**src/rtl/fip_pkg.sv**
```systemverilog
// ============================================================================
// Module      : fip_pkg
// Description : Shared fixed-point constants and the square-root FSM state type.
// Revision    : 1.0
// ============================================================================
`default_nettype none

package fip_pkg;

    localparam int          FIP_FRA_BITS = 16;
    localparam logic [31:0] FIP_MIN      = 32'h0000_0000;
    localparam logic [31:0] FIP_MAX      = 32'hFFFF_FFFF;

    typedef enum logic [1:0] {
        IDLE = 2'd0,
        CALC = 2'd1,
        DONE = 2'd2
    } fip_sqrt_state_t;

endpackage

`default_nettype wire

```
**src/rtl/fip_sqrt_step.sv**
```systemverilog
// ============================================================================
// Module      : fip_sqrt_step
// Description : One combinational restoring digit-by-digit square-root step.
// Revision    : 1.0
// ============================================================================
`default_nettype none

module fip_sqrt_step #(
    parameter int ITER = 24
) (
    input  logic [ITER+1:0] i_rem,
    input  logic [ITER-1:0] i_root,
    input  logic [1:0]      i_op2,
    output logic [ITER+1:0] o_rem,
    output logic [ITER-1:0] o_root
);

    logic [ITER+1:0] w_rem_sh;
    logic [ITER+1:0] w_trial;
    logic [ITER+1:0] w_diff;
    logic            w_ge;
    logic            w_unused;

    // Before any step the remainder is below 2^ITER and the root's MSB is clear,
    // so the dropped bits are always zero.
    assign w_unused = ^{i_rem[ITER+1:ITER], i_root[ITER-1]};

    assign w_rem_sh = {i_rem[ITER-1:0], i_op2};
    assign w_trial  = {i_root, 2'b01};
    assign w_ge     = (w_rem_sh >= w_trial);
    assign w_diff   = w_rem_sh - w_trial;

    assign o_rem  = w_ge ? w_diff : w_rem_sh;
    assign o_root = {i_root[ITER-2:0], w_ge};

endmodule

`default_nettype wire

```
**src/rtl/fip_32_sqrt_iter.sv**
```systemverilog
// ============================================================================
// Module      : fip_32_sqrt_iter
// Description : Iterative unsigned fixed-point square root, one root bit/clock.
//               FIP_SQRT_ROUND_EN selects round-to-nearest instead of truncation.
// Revision    : 1.0
// ============================================================================
`default_nettype none

module fip_32_sqrt_iter
    import fip_pkg::*;
#(
    parameter int FRA_BITS = FIP_FRA_BITS
) (
    input  logic        i_clk,
    input  logic        i_rstn,
    input  logic        i_en,
    input  logic [31:0] i_rad,
    output logic [31:0] o_root,
    output logic        o_busy,
    output logic        o_valid
);

    localparam int ITER = (32 + FRA_BITS) / 2;
    localparam int OPW  = 2 * ITER;
    localparam int RW   = ITER + 1;
    localparam int CNTW = $clog2(ITER + 1);
    localparam logic [CNTW-1:0] C_LAST = CNTW'(ITER - 1);

    fip_sqrt_state_t r_state;
    fip_sqrt_state_t w_next;

    logic [OPW-1:0]  r_op;
    logic [ITER+1:0] r_rem;
    logic [ITER-1:0] r_root;
    logic [CNTW-1:0] r_cnt;
    logic [31:0]     r_out;
    logic            r_busy;
    logic            r_valid;

    logic            w_load;
    logic            w_iter;
    logic            w_last;
    logic [ITER+1:0] w_rem_n;
    logic [ITER-1:0] w_root_n;
    logic [RW-1:0]   w_result;

    always_ff @(posedge i_clk or negedge i_rstn) begin
        if (!i_rstn) begin
            r_state <= IDLE;
        end else begin
            r_state <= w_next;
        end
    end

    always_comb begin
        w_next = r_state;
        case (r_state)
            IDLE:    if (i_en) w_next = CALC;
            CALC:    if (r_cnt == C_LAST) w_next = DONE;
            DONE:    w_next = i_en ? CALC : IDLE;
            default: w_next = IDLE;
        endcase
    end

    always_comb begin
        w_load = 1'b0;
        w_iter = 1'b0;
        w_last = 1'b0;
        case (r_state)
            IDLE:    w_load = i_en;
            CALC: begin
                w_iter = 1'b1;
                w_last = (r_cnt == C_LAST);
            end
            DONE:    w_load = i_en;
            default: w_load = 1'b0;
        endcase
    end

    fip_sqrt_step #(
        .ITER (ITER)
    ) u_step (
        .i_rem  (r_rem),
        .i_root (r_root),
        .i_op2  (r_op[OPW-1:OPW-2]),
        .o_rem  (w_rem_n),
        .o_root (w_root_n)
    );

    // Round up exactly when OP - root^2 > root, i.e. sqrt(OP) >= root + 0.5.
`ifdef FIP_SQRT_ROUND_EN
    assign w_result = {1'b0, w_root_n} + RW'(w_rem_n > {2'b00, w_root_n});
`else
    assign w_result = {1'b0, w_root_n};
`endif

    always_ff @(posedge i_clk or negedge i_rstn) begin
        if (!i_rstn) begin
            r_op    <= '0;
            r_rem   <= '0;
            r_root  <= '0;
            r_cnt   <= '0;
            r_out   <= '0;
            r_busy  <= 1'b0;
            r_valid <= 1'b0;
        end else begin
            r_busy  <= (w_next == CALC);
            r_valid <= w_last;
            if (w_load) begin
                r_op   <= OPW'(i_rad) << FRA_BITS;
                r_rem  <= '0;
                r_root <= '0;
                r_cnt  <= '0;
            end else if (w_iter) begin
                r_op   <= r_op << 2;
                r_rem  <= w_rem_n;
                r_root <= w_root_n;
                r_cnt  <= r_cnt + CNTW'(1);
            end
            if (w_last) begin
                r_out <= 32'(w_result);
            end
        end
    end

    assign o_root  = r_out;
    assign o_busy  = r_busy;
    assign o_valid = r_valid;

endmodule

`default_nettype wire

```
**config.mk**
```make
export PLATFORM = sky130hd
export DESIGN_NAME = fip_32_sqrt_iter
export DESIGN_NICKNAME = d
export VERILOG_FILES = /design/src/rtl/fip_pkg.sv /design/src/rtl/fip_sqrt_step.sv /design/src/rtl/fip_32_sqrt_iter.sv
export SDC_FILE = /design/constraint.sdc
export NUM_CORES = 1
export LEC_CHECK = 0
export BUFFER_PORTS_ARGS = -buffer_cell sky130_fd_sc_hd__buf_2
export CORE_MARGIN = 2
export CORE_UTILIZATION = 50
export CTS_CLUSTER_DIAMETER = 80
export DETAILED_ROUTE_END_ITERATION = 6
export PLACE_DENSITY = 0.75
export SKIP_LAST_GASP = 1
export SYNTH_ARGS = -nofsm -noshare
export SYNTH_HDL_FRONTEND = slang
export SYNTH_SLANG_ARGS = --single-unit
```
**constraint.sdc**
```tcl
create_clock -name i_clk -period 2.5 [get_ports i_clk]
set_clock_uncertainty 0.1 [all_clocks]
set_input_delay 0.375 -clock i_clk [delete_from_list [all_inputs] [get_ports i_clk]]
set_output_delay 0.375 -clock i_clk [all_outputs]
set_load 0.03 [all_outputs]
```
==> impl_metrics.tcl, run 1 <==
set metrics [dict create \
    status "finished, violations left" \
    violations "negative setup slack" \
    wire_per_inst_um 15.8 \
    cts-root-buf "clkbuf_16" \
    finalCritPeriodShare_pct 109 \
    num_vias 4893 \
    synth_top_cell_by_area "dfrtp_1" \
    maxCapViolCount 0 \
    post-route-drc-count 0 \
    setup_viol 26 \
    critPathMaxFanout 7 \
    die_h_um 112 \
    critical_path_buf_inv_count 4 \
    drive_above_1_share_pct 37.2 \
    h-tree-depth 4 \
    globalplace.congestion 0.965 \
    dieArea_um2 12600 \
    clock-sinks 113 \
    tightest_slew_ns 0.730 \
    met3_length_um 645 \
    slew_headroom_pct 51.3 \
    wl_met2_um 6960 \
    design_area_um2 8060 \
    avgViaCountPerCell 5.46 \
    path_delay_family "simple AND/OR/NAND/NOR gates" \
    ioPinCount 69 \
    final_core_util_pct 70.3 \
    dr.pass1.iters 6 \
    postPlaceCellArea_um2 7160 \
    cp.required_ns 2.70 \
    grt-ovfl-total 0 \
    antenna_found_initial 0 \
    syn-cell-area_um2 5880 \
    postRouteAntennaNets 0 \
    syn_inst 582 \
    grt_pass1_wl_um 24000 \
    crit_top_cell "buf_12" \
    syn2layout_area_growth_pct 37.1 \
    place_hpwl_um 9410 \
    yosysSeqAreaShare_pct 48.1 \
    cts_tree "done" \
    finalCriticalPeriod_ns 2.72 \
    fin_ws_ns -0.219 \
    cp_slowest_cell "or4_4" \
    yosysUniqueCellTypes 60 \
    rsz0062_at_grt "true" \
    synth_warnings 0 \
    n_antenna_cell 0 \
    drv_slew 0 \
    crit_path_end_kind "flip-flop" \
    hold_path_class "in -> reg" \
    grt_pass1_vias 5106 \
    path_class "reg -> reg" \
    drt_iter0_drc 226 \
    port_buffers 60 \
    crit_chain "inv_2 > ha_4 > nand4_4 > or4_4 > nor2_4 > nand2_1 > and3b_4 > a22oi_4 > buf_6 > buf_12 > buf_12 > xnor2_4 > o21ai_2" \
    wl_um 14200 \
    clock_latency_ns 0.42 \
    grt_max_degree 76 \
    fp.coreArea_um2 11500 \
    grt_util_all_layers_pct 23.6 \
    final_nets 804 \
    final_common_cell "dfrtp_1" \
    met1Wirelength_um 6230 \
    layout_common_cells "dfrtp_1, nand2_1, buf_4" \
    cts.reportedPaths.clkPinSlew_ns 0.06 \
    synth_top_cells_by_area "dfrtp_1, nand2_1, ha_1" \
    start_util_pct 51.3 \
    syn_avg_cell_area_um2 10.1 \
    synth_top_area_share_pct 48.1 \
    rows 39 \
    die_w_um 112 \
    slowest_delay_ns 0.51 \
    tns_ns -4.18 \
    clock_path_buffers 2 \
    hold_viol_final 0 \
    cp.arrival_ns 2.92 \
    ys_ff_latch 113 \
    highest_layer "met4" \
    fmax_mhz 368 \
    startpoint_type "flip-flop" \
    cts_inserted_buffers 17 \
]
cell families (layout without fill, tap and decap cells):
logic type / after synthesis / after routing / synth area share (%)
AND/OR/NAND/NOR: 161 / 161 / 12.8
AO/OA/AOI/OAI: 147 / 147 / 16.8
other: 1 / 8 / 0.0638
buffers and inverters: 68 / 232 / 5.34
flip-flops: 113 / 113 / 48.1
XOR/XNOR: 23 / 23 / 3.43
adder cells (fa/ha/maj): 27 / 27 / 5.75
multiplexers: 42 / 42 / 7.66
cells in the mapped netlist (all sizes together):
library cell    n
or2             1
nor2b           5
dfrtp         113
mux2i          18
o21bai          1
inv            31
o21a            5
a31oi           1
a221o           9
nand2b          5
nand3           6
a21boi          2
o31ai           1
a21o            7
a41oi           1
a211oi          3
and4b           1
nor2           13
a21oi          19
nand2         105
a22o            4
and3            6
buf            13
o311a           1
o2111ai         1
o211ai          3
o21ai          55
and2            5
or3             1
a311oi          2
ha             27
a22oi          29
o221ai          1
nand4           4
conb            1
nor3b           1
clkbuf         24
xor2            7
and3b           2
nor3            5
o41ai           2
xnor2          16
or4             1
mux2           24
through the flow:
step	hold slack [ns]	setup WS (ns)	std cells
floorplan	-0.0206	-0.0297	589
global placement	0.0996	-0.324	855
detailed placement	0.0999	-0.350	855
CTS	0.0563	-0.186	894
global route	0.0727	-0.323	896
finish	0.0683	-0.219	896
layer usage:
metal  track usage, %  vias up
met1             30.1     2384
met5                0        -
li1                 -     2341
met3             5.18       31
met4             10.6        0
met2             38.9      137
final timing paths:
kind	startpoint	endpoint	slack, ns	cells past startpoint
max in group asynchronous	i_rstn	r_rem[17]	1.47	3
max reg2reg	r_root[19]	r_rem[0]	-0.22	13
min reg2reg	r_op[42]	r_op[42]	0.37	2
min	i_rad[20]	r_op[36]	0.07	3
max	r_root[19]	r_rem[0]	-0.22	13
min in group asynchronous	i_rstn	r_root[11]	0.22	2
layout make-up:
cell class,count,area [um^2]
inverter,31,116
sequential,113,2830
multi-input combinational,408,3130
timing repair buffer,171,1210
clock inverter,11,165
clock buffer,19,433
tap,143,179
fill,834,3410
flip-flops by register name, summed over array words and instances, names as in the netlist:
| name | cells |
|---|---|
| r_op | 32 |
| o_valid | 1 |
| r_rem | 24 |
| r_root | 24 |
| o_busy | 1 |
| o_root | 24 |
| r_state | 2 |
| r_cnt | 5 |
repair_timing:
item / CTS / global route
hold buffers: 1 / 0
cloned: 1 / 0
buffers inserted: 7 / 3
hold endpoints to repair: 91 / 0
setup endpoints to repair: 26 / 26
gates resized for setup: 29 / 15
pin swaps: 9 / 4
worst reg2reg max path: cells and delay by family, from the launching register on:
kind / cells / cell delay (ns)
fa+ha+maj: 1 / 0.28
flops: 1 / 0.37
compound gates: 2 / 0.33
buf+inv: 4 / 0.46
simple gates: 5 / 0.98
xor+xnor: 1 / 0.10
Power of run 1 is left out: the tool's default activity adds up to more than one toggle a clock period on the data nets, which glitch-free logic cannot reach.
==> inputs of run 2 (changes only) <==
TNS_END_PERCENT = 20   (was default)
==> run 2 against run 1 <==
  * The flow still finishes with violations (negative setup slack)
  * Fmax shrank 0.36%
  * Setup slack got worse by 0.0099 ns
  * Utilization shrank 1.5 points
  * Worst hold slack better by 0.0015 ns
  * Via count decreased by 0.35%
  * First-iteration DRC count is 2.7% lower
  * Critical path depth shrank 4
  * Design area is 2.2% lower
  * Cell count is 0.11% higher
  * Non-clock buffer count increased by 1
  * Largest cell class unchanged
==> impl_metrics.tcl, run 2 (synthesis results as in run 1) <==
set metrics [dict create \
    status "finished, violations left" \
    violations "negative setup slack" \
    cp_slowest_cell "or4_4" \
    n_antenna_cell 0 \
    final_common_cell "dfrtp_1" \
    critPathMaxFanout 6 \
    dieArea_um2 12600 \
    drt_iter0_drc 220 \
    hold_path_class "in -> reg" \
    r2r-start "r_rem[19]" \
    syn2layout_area_growth_pct 34.1 \
    port_buffers 60 \
    finalCriticalPeriod_ns 2.73 \
    ioPinCount 69 \
    num_vias 4876 \
    grt_util_all_layers_pct 23.7 \
    path_class "reg -> reg" \
    final_nets 805 \
    ff2ff_path_depth 9 \
    clock-sinks 113 \
    cts_inserted_buffers 17 \
    setup_viol 24 \
    design_area_um2 7880 \
    cts.reportedPaths.clkPinSlew_ns 0.05 \
    rows 39 \
    globalplace.congestion 0.898 \
    largest_reg_flops 32 \
    max_flop_register "r_op" \
    placedCellCount 860 \
    final_core_util_pct 68.8 \
    hold_slack_ns 0.0698 \
    grt_pass1_vias 5068 \
    hold_depth 3 \
    antenna_found_initial 0 \
    layout_common_cells "dfrtp_1, buf_4, nand2_1" \
    postRouteAntennaNets 0 \
    cts-root-buf "clkbuf_16" \
    finalNonFillerCells 897 \
    place_hpwl_um 9630 \
    cp.arrival_ns 2.92 \
    startpoint "r_rem[19]" \
    cts_tree "done" \
    cp.required_ns 2.69 \
    post-route-drc-count 0 \
    die_w_um 112 \
    min_from "i_rad[6]" \
    die_h_um 112 \
    wl_um 14000 \
    maxCapViolCount 0 \
    slew_headroom_pct 54.9 \
    fp.coreArea_um2 11500 \
    finalCritPeriodShare_pct 109 \
    start_util_pct 51.3 \
    postPlaceCellArea_um2 7210 \
    tightest_slew_ns 0.676 \
    grt-ovfl-total 0 \
    fmax_mhz 366 \
    fin_ws_ns -0.229 \
    crit_path_end_kind "flip-flop" \
    drv_slew 0 \
    dr.pass1.iters 5 \
    wire_per_inst_um 15.6 \
    grt_max_degree 50 \
    clock_path_buffers 2 \
    rsz0062_at_grt "true" \
    crit_chain "ha_4 > nand4_4 > or4_4 > nor2_4 > nand2_1 > and3b_4 > a22oi_4 > nor2_2 > a221o_1" \
    clock_latency_ns 0.42 \
    grt_pass1_wl_um 23900 \
    h-tree-depth 4 \
    slowest_delay_ns 0.51 \
    avgViaCountPerCell 5.44 \
    hold_viol_final 0 \
    startpoint_type "flip-flop" \
    drive_above_1_share_pct 35.7 \
]
-- run 2: cell count changes in the layout (fill, tap and decap cells not counted), moves of 3 or more --
cell        change
mux2i_1         +3
buf_6           -3
clkinvlp_4      +4
buf_4           +5
ha_4            -4
ha_1            +4
a21oi_1         +3
-- run 2: routing by layer --
| layer | share of wire (%) | wire [um] | track usage (%) | vias to the layer above |
|---|---|---|---|---|
| met1 | 44 | 6230 | 29.4 | 2391 |
| li1 | - | - | - | 2348 |
| met2 | 49 | 6940 | 39.7 | 117 |
| met3 | 4.3 | 599 | 6.43 | 20 |
| met5 | 0 | 0 | 0 | - |
| met4 | 1.8 | 259 | 8.86 | 0 |
-- run 2: what timing repair did --
item                                    in CTS  in global routing
endpoints found under the hold margin       46                  0
hold buffers                                 1                  0
endpoints found under the setup margin      25                 26
resized for setup                            7                 10
buffers inserted                             4                  2
pin swaps                                    2                  8
cloned                                       1                  0
-- run 2: layout make-up --
| cell class | count | area (um^2) |
|---|---|---|
| Clock buffer | 20 | 457 |
| Clock inverter | 10 | 113 |
| Fill cell | 875 | 3580 |
| Inverter | 31 | 116 |
| Multi-Input combinational cell | 408 | 3000 |
| Sequential cell | 113 | 2830 |
| Tap cell | 143 | 179 |
| Timing Repair Buffer | 172 | 1190 |
-- run 2: worst paths after layout --
check,endpoint,slack (ns)
max reg2reg,r_rem[19],-0.23
max in group asynchronous,r_op[20],1.15
min in group asynchronous,o_root[21],0.43
min reg2reg,r_op[27],0.38
min,r_op[22],0.07
max,r_rem[19],-0.23
-- run 2: critical path: cells and delay by family, from the launching register on --
kind            cells  cell delay, ns
simple gates        6            1.08
flops               1            0.41
fa+ha+maj           1            0.30
compound gates      2            0.70
-- run 2: stage by stage --
stage / setup TNS, ns / worst slack, ns
CTS: -3.96 / -0.207
detailed placement: -3.26 / -0.215
finish: -4.17 / -0.229
global route: -6.61 / -0.326
floorplan: -0.275 / -0.0297
global placement: -2.53 / -0.160
Power of run 2 is left out for the same reason.
==> inputs of run 3 (changes only) <==
PLACE_DENSITY = 0.72   (was 0.75)
clock period = 3.5 ns   (was 2.5 ns; I/O delays follow)
==> run 3 against run 2 <==
  * The run now ends clean
  * Utilization down 8.2 points
  * Wire length shrank 14%
  * Flip-flop and latch count is the same
  * First-iteration DRC count up 21%
  * Setup slack better by 0.81 ns
  * Via count down 9.7%
  * Non-clock buffer count shrank 102
  * Die area did not move
  * Worst hold slack worse by 0.0041 ns
  * Largest cell class is now registers
  * Clock-buffer cell count up 1
==> impl_metrics.tcl, run 3 (synthesis results as in run 1) <==
set metrics [dict create \
    status "complete, no violations" \
    post-route-drc-count 0 \
    largest_reg_flops 32 \
    clock_path_buffers 2 \
    hold_viol_final 0 \
    final_nets 703 \
    cts.reportedPaths.clkPinSlew_ns 0.05 \
    grt-ovfl-total 0 \
    startpoint_type "flip-flop" \
    fp.coreArea_um2 11500 \
    r2r-start "r_root[16]" \
    clock-sinks 113 \
    cp.required_ns 3.68 \
    dieArea_um2 12600 \
    port_buffers 60 \
    tns_ns 0 \
    grt_util_all_layers_pct 20.2 \
    grtUsageMet1_pct 25.8 \
    n_antenna_cell 0 \
    die_w_um 112 \
    use_met3_pct 6.43 \
    layout_common_cells "dfrtp_1, nand2_1, buf_2" \
    dr.pass1.iters 4 \
    globalplace.congestion 0.835 \
    grt_use_met2_pct 32.4 \
    hold_path_class "in -> async" \
    grt-busiest-layer "met2" \
    fmax_mhz 342 \
    clock_latency_ns 0.42 \
    postRouteAntennaNets 0 \
    grt_pass1_vias 4465 \
    avgViaCountPerCell 5.52 \
    wl_um 12100 \
    grt_pass1_wl_um 20600 \
    tightest_slew_ns 0.780 \
    wire_per_inst_um 15.1 \
    rrSetupSlack_ns 0.58 \
    syn2layout_area_growth_pct 18.1 \
    start_util_pct 51.3 \
    final_core_util_pct 60.5 \
    setup_viol 0 \
    slew_headroom_pct 48.0 \
    maxCapViolCount 0 \
    grt_max_degree 114 \
    rows 39 \
    ioPinCount 69 \
    cts_tree "done" \
    h-tree-depth 4 \
    rsz0062_at_grt "false" \
    die_h_um 112 \
    drv_slew 0 \
    antenna_found_initial 0 \
    postCtsSetupBuffers 0 \
    place_hpwl_um 8030 \
    holdBufCountCts 0 \
    cp.arrival_ns 3.10 \
    cts-resized-gates 0 \
    cts-root-buf "clkbuf_16" \
    drive_above_1_share_pct 21.9 \
    ff2ff_path_depth 11 \
    crit_path_end_kind "flip-flop" \
    max_flop_register "r_op" \
    finalCritPeriodShare_pct 83.5 \
    cts_inserted_buffers 17 \
    drt_iter0_drc 267 \
    path_class "reg -> reg" \
    finalCriticalPeriod_ns 2.92 \
    critPathMaxFanout 10 \
    r2r_end "r_rem[17]" \
    num_vias 4402 \
    final_common_cell "dfrtp_1" \
]
[run 3: cell count changes in the layout (fill, tap and decap cells not counted), sizes merged]
cell,previous run,this run
clkinv,3,6
clkinvlp,5,1
buf,171,70
bufinv,2,4
dlygate4sd3,1,0
clkbuf,20,21
[run 3: worst max-delay path by stage]
stage	end	startpoint	cells past startpoint
after floorplan	r_rem[23]	r_rem[10]	10
after global placement	r_rem[18]	r_root[18]	11
after detailed placement	r_rem[17]	r_root[18]	11
after CTS	r_rem[17]	r_root[18]	11
after global routing	r_rem[13]	r_root[16]	11
final	r_rem[17]	r_root[16]	11
[run 3: layer usage]
metal  vias to the layer above  wire (um)  share of wire [%]
li1                       2147          -                  -
met1                      2132       5550                 46
met2                       106       5740                 48
met3                        17        587                4.9
met4                         0        188                1.6
met5                         -          0                  0
[run 3: cell type report]
type / instances / area, um^2
Timing Repair Buffer: 70 / 403
Clock inverter: 11 / 158
Clock buffer: 21 / 480
Inverter: 31 / 116
Fill cell: 953 / 4530
Tap cell: 143 / 179
Sequential cell: 113 / 2830
Multi-Input combinational cell: 408 / 2780
[run 3: stage by stage]
| stage | hold slack, ns | worst slack, ns | instances | instance area (um^2) |
|---|---|---|---|---|
| 6_report | 0.0657 | 0.578 | 797 | 6940 |
| 5_1_grt | 0.133 | 0.433 | 797 | 6940 |
| 4_1_cts | 0.121 | 0.574 | 797 | 6940 |
| 3_5_place_dp | 0.364 | 0.601 | 765 | 6300 |
| 3_3_place_gp | 0.359 | 0.657 | 765 | 6300 |
| 2_1_floorplan | 0.129 | 0.807 | 589 | 5900 |
[run 3: critical path, cell delays in order (launching register included)]
cell and delay (ns):
dfrtp_1 0.37, inv_1 0.07, ha_1 0.37, nand4_2 0.17
or4_4 0.57, nor2_4 0.14, nand2_1 0.06, and3b_4 0.19
a22oi_4 0.16, buf_4 0.26, mux2i_1 0.25, o21ai_1 0.10
Power of run 3 is left out for the same reason.
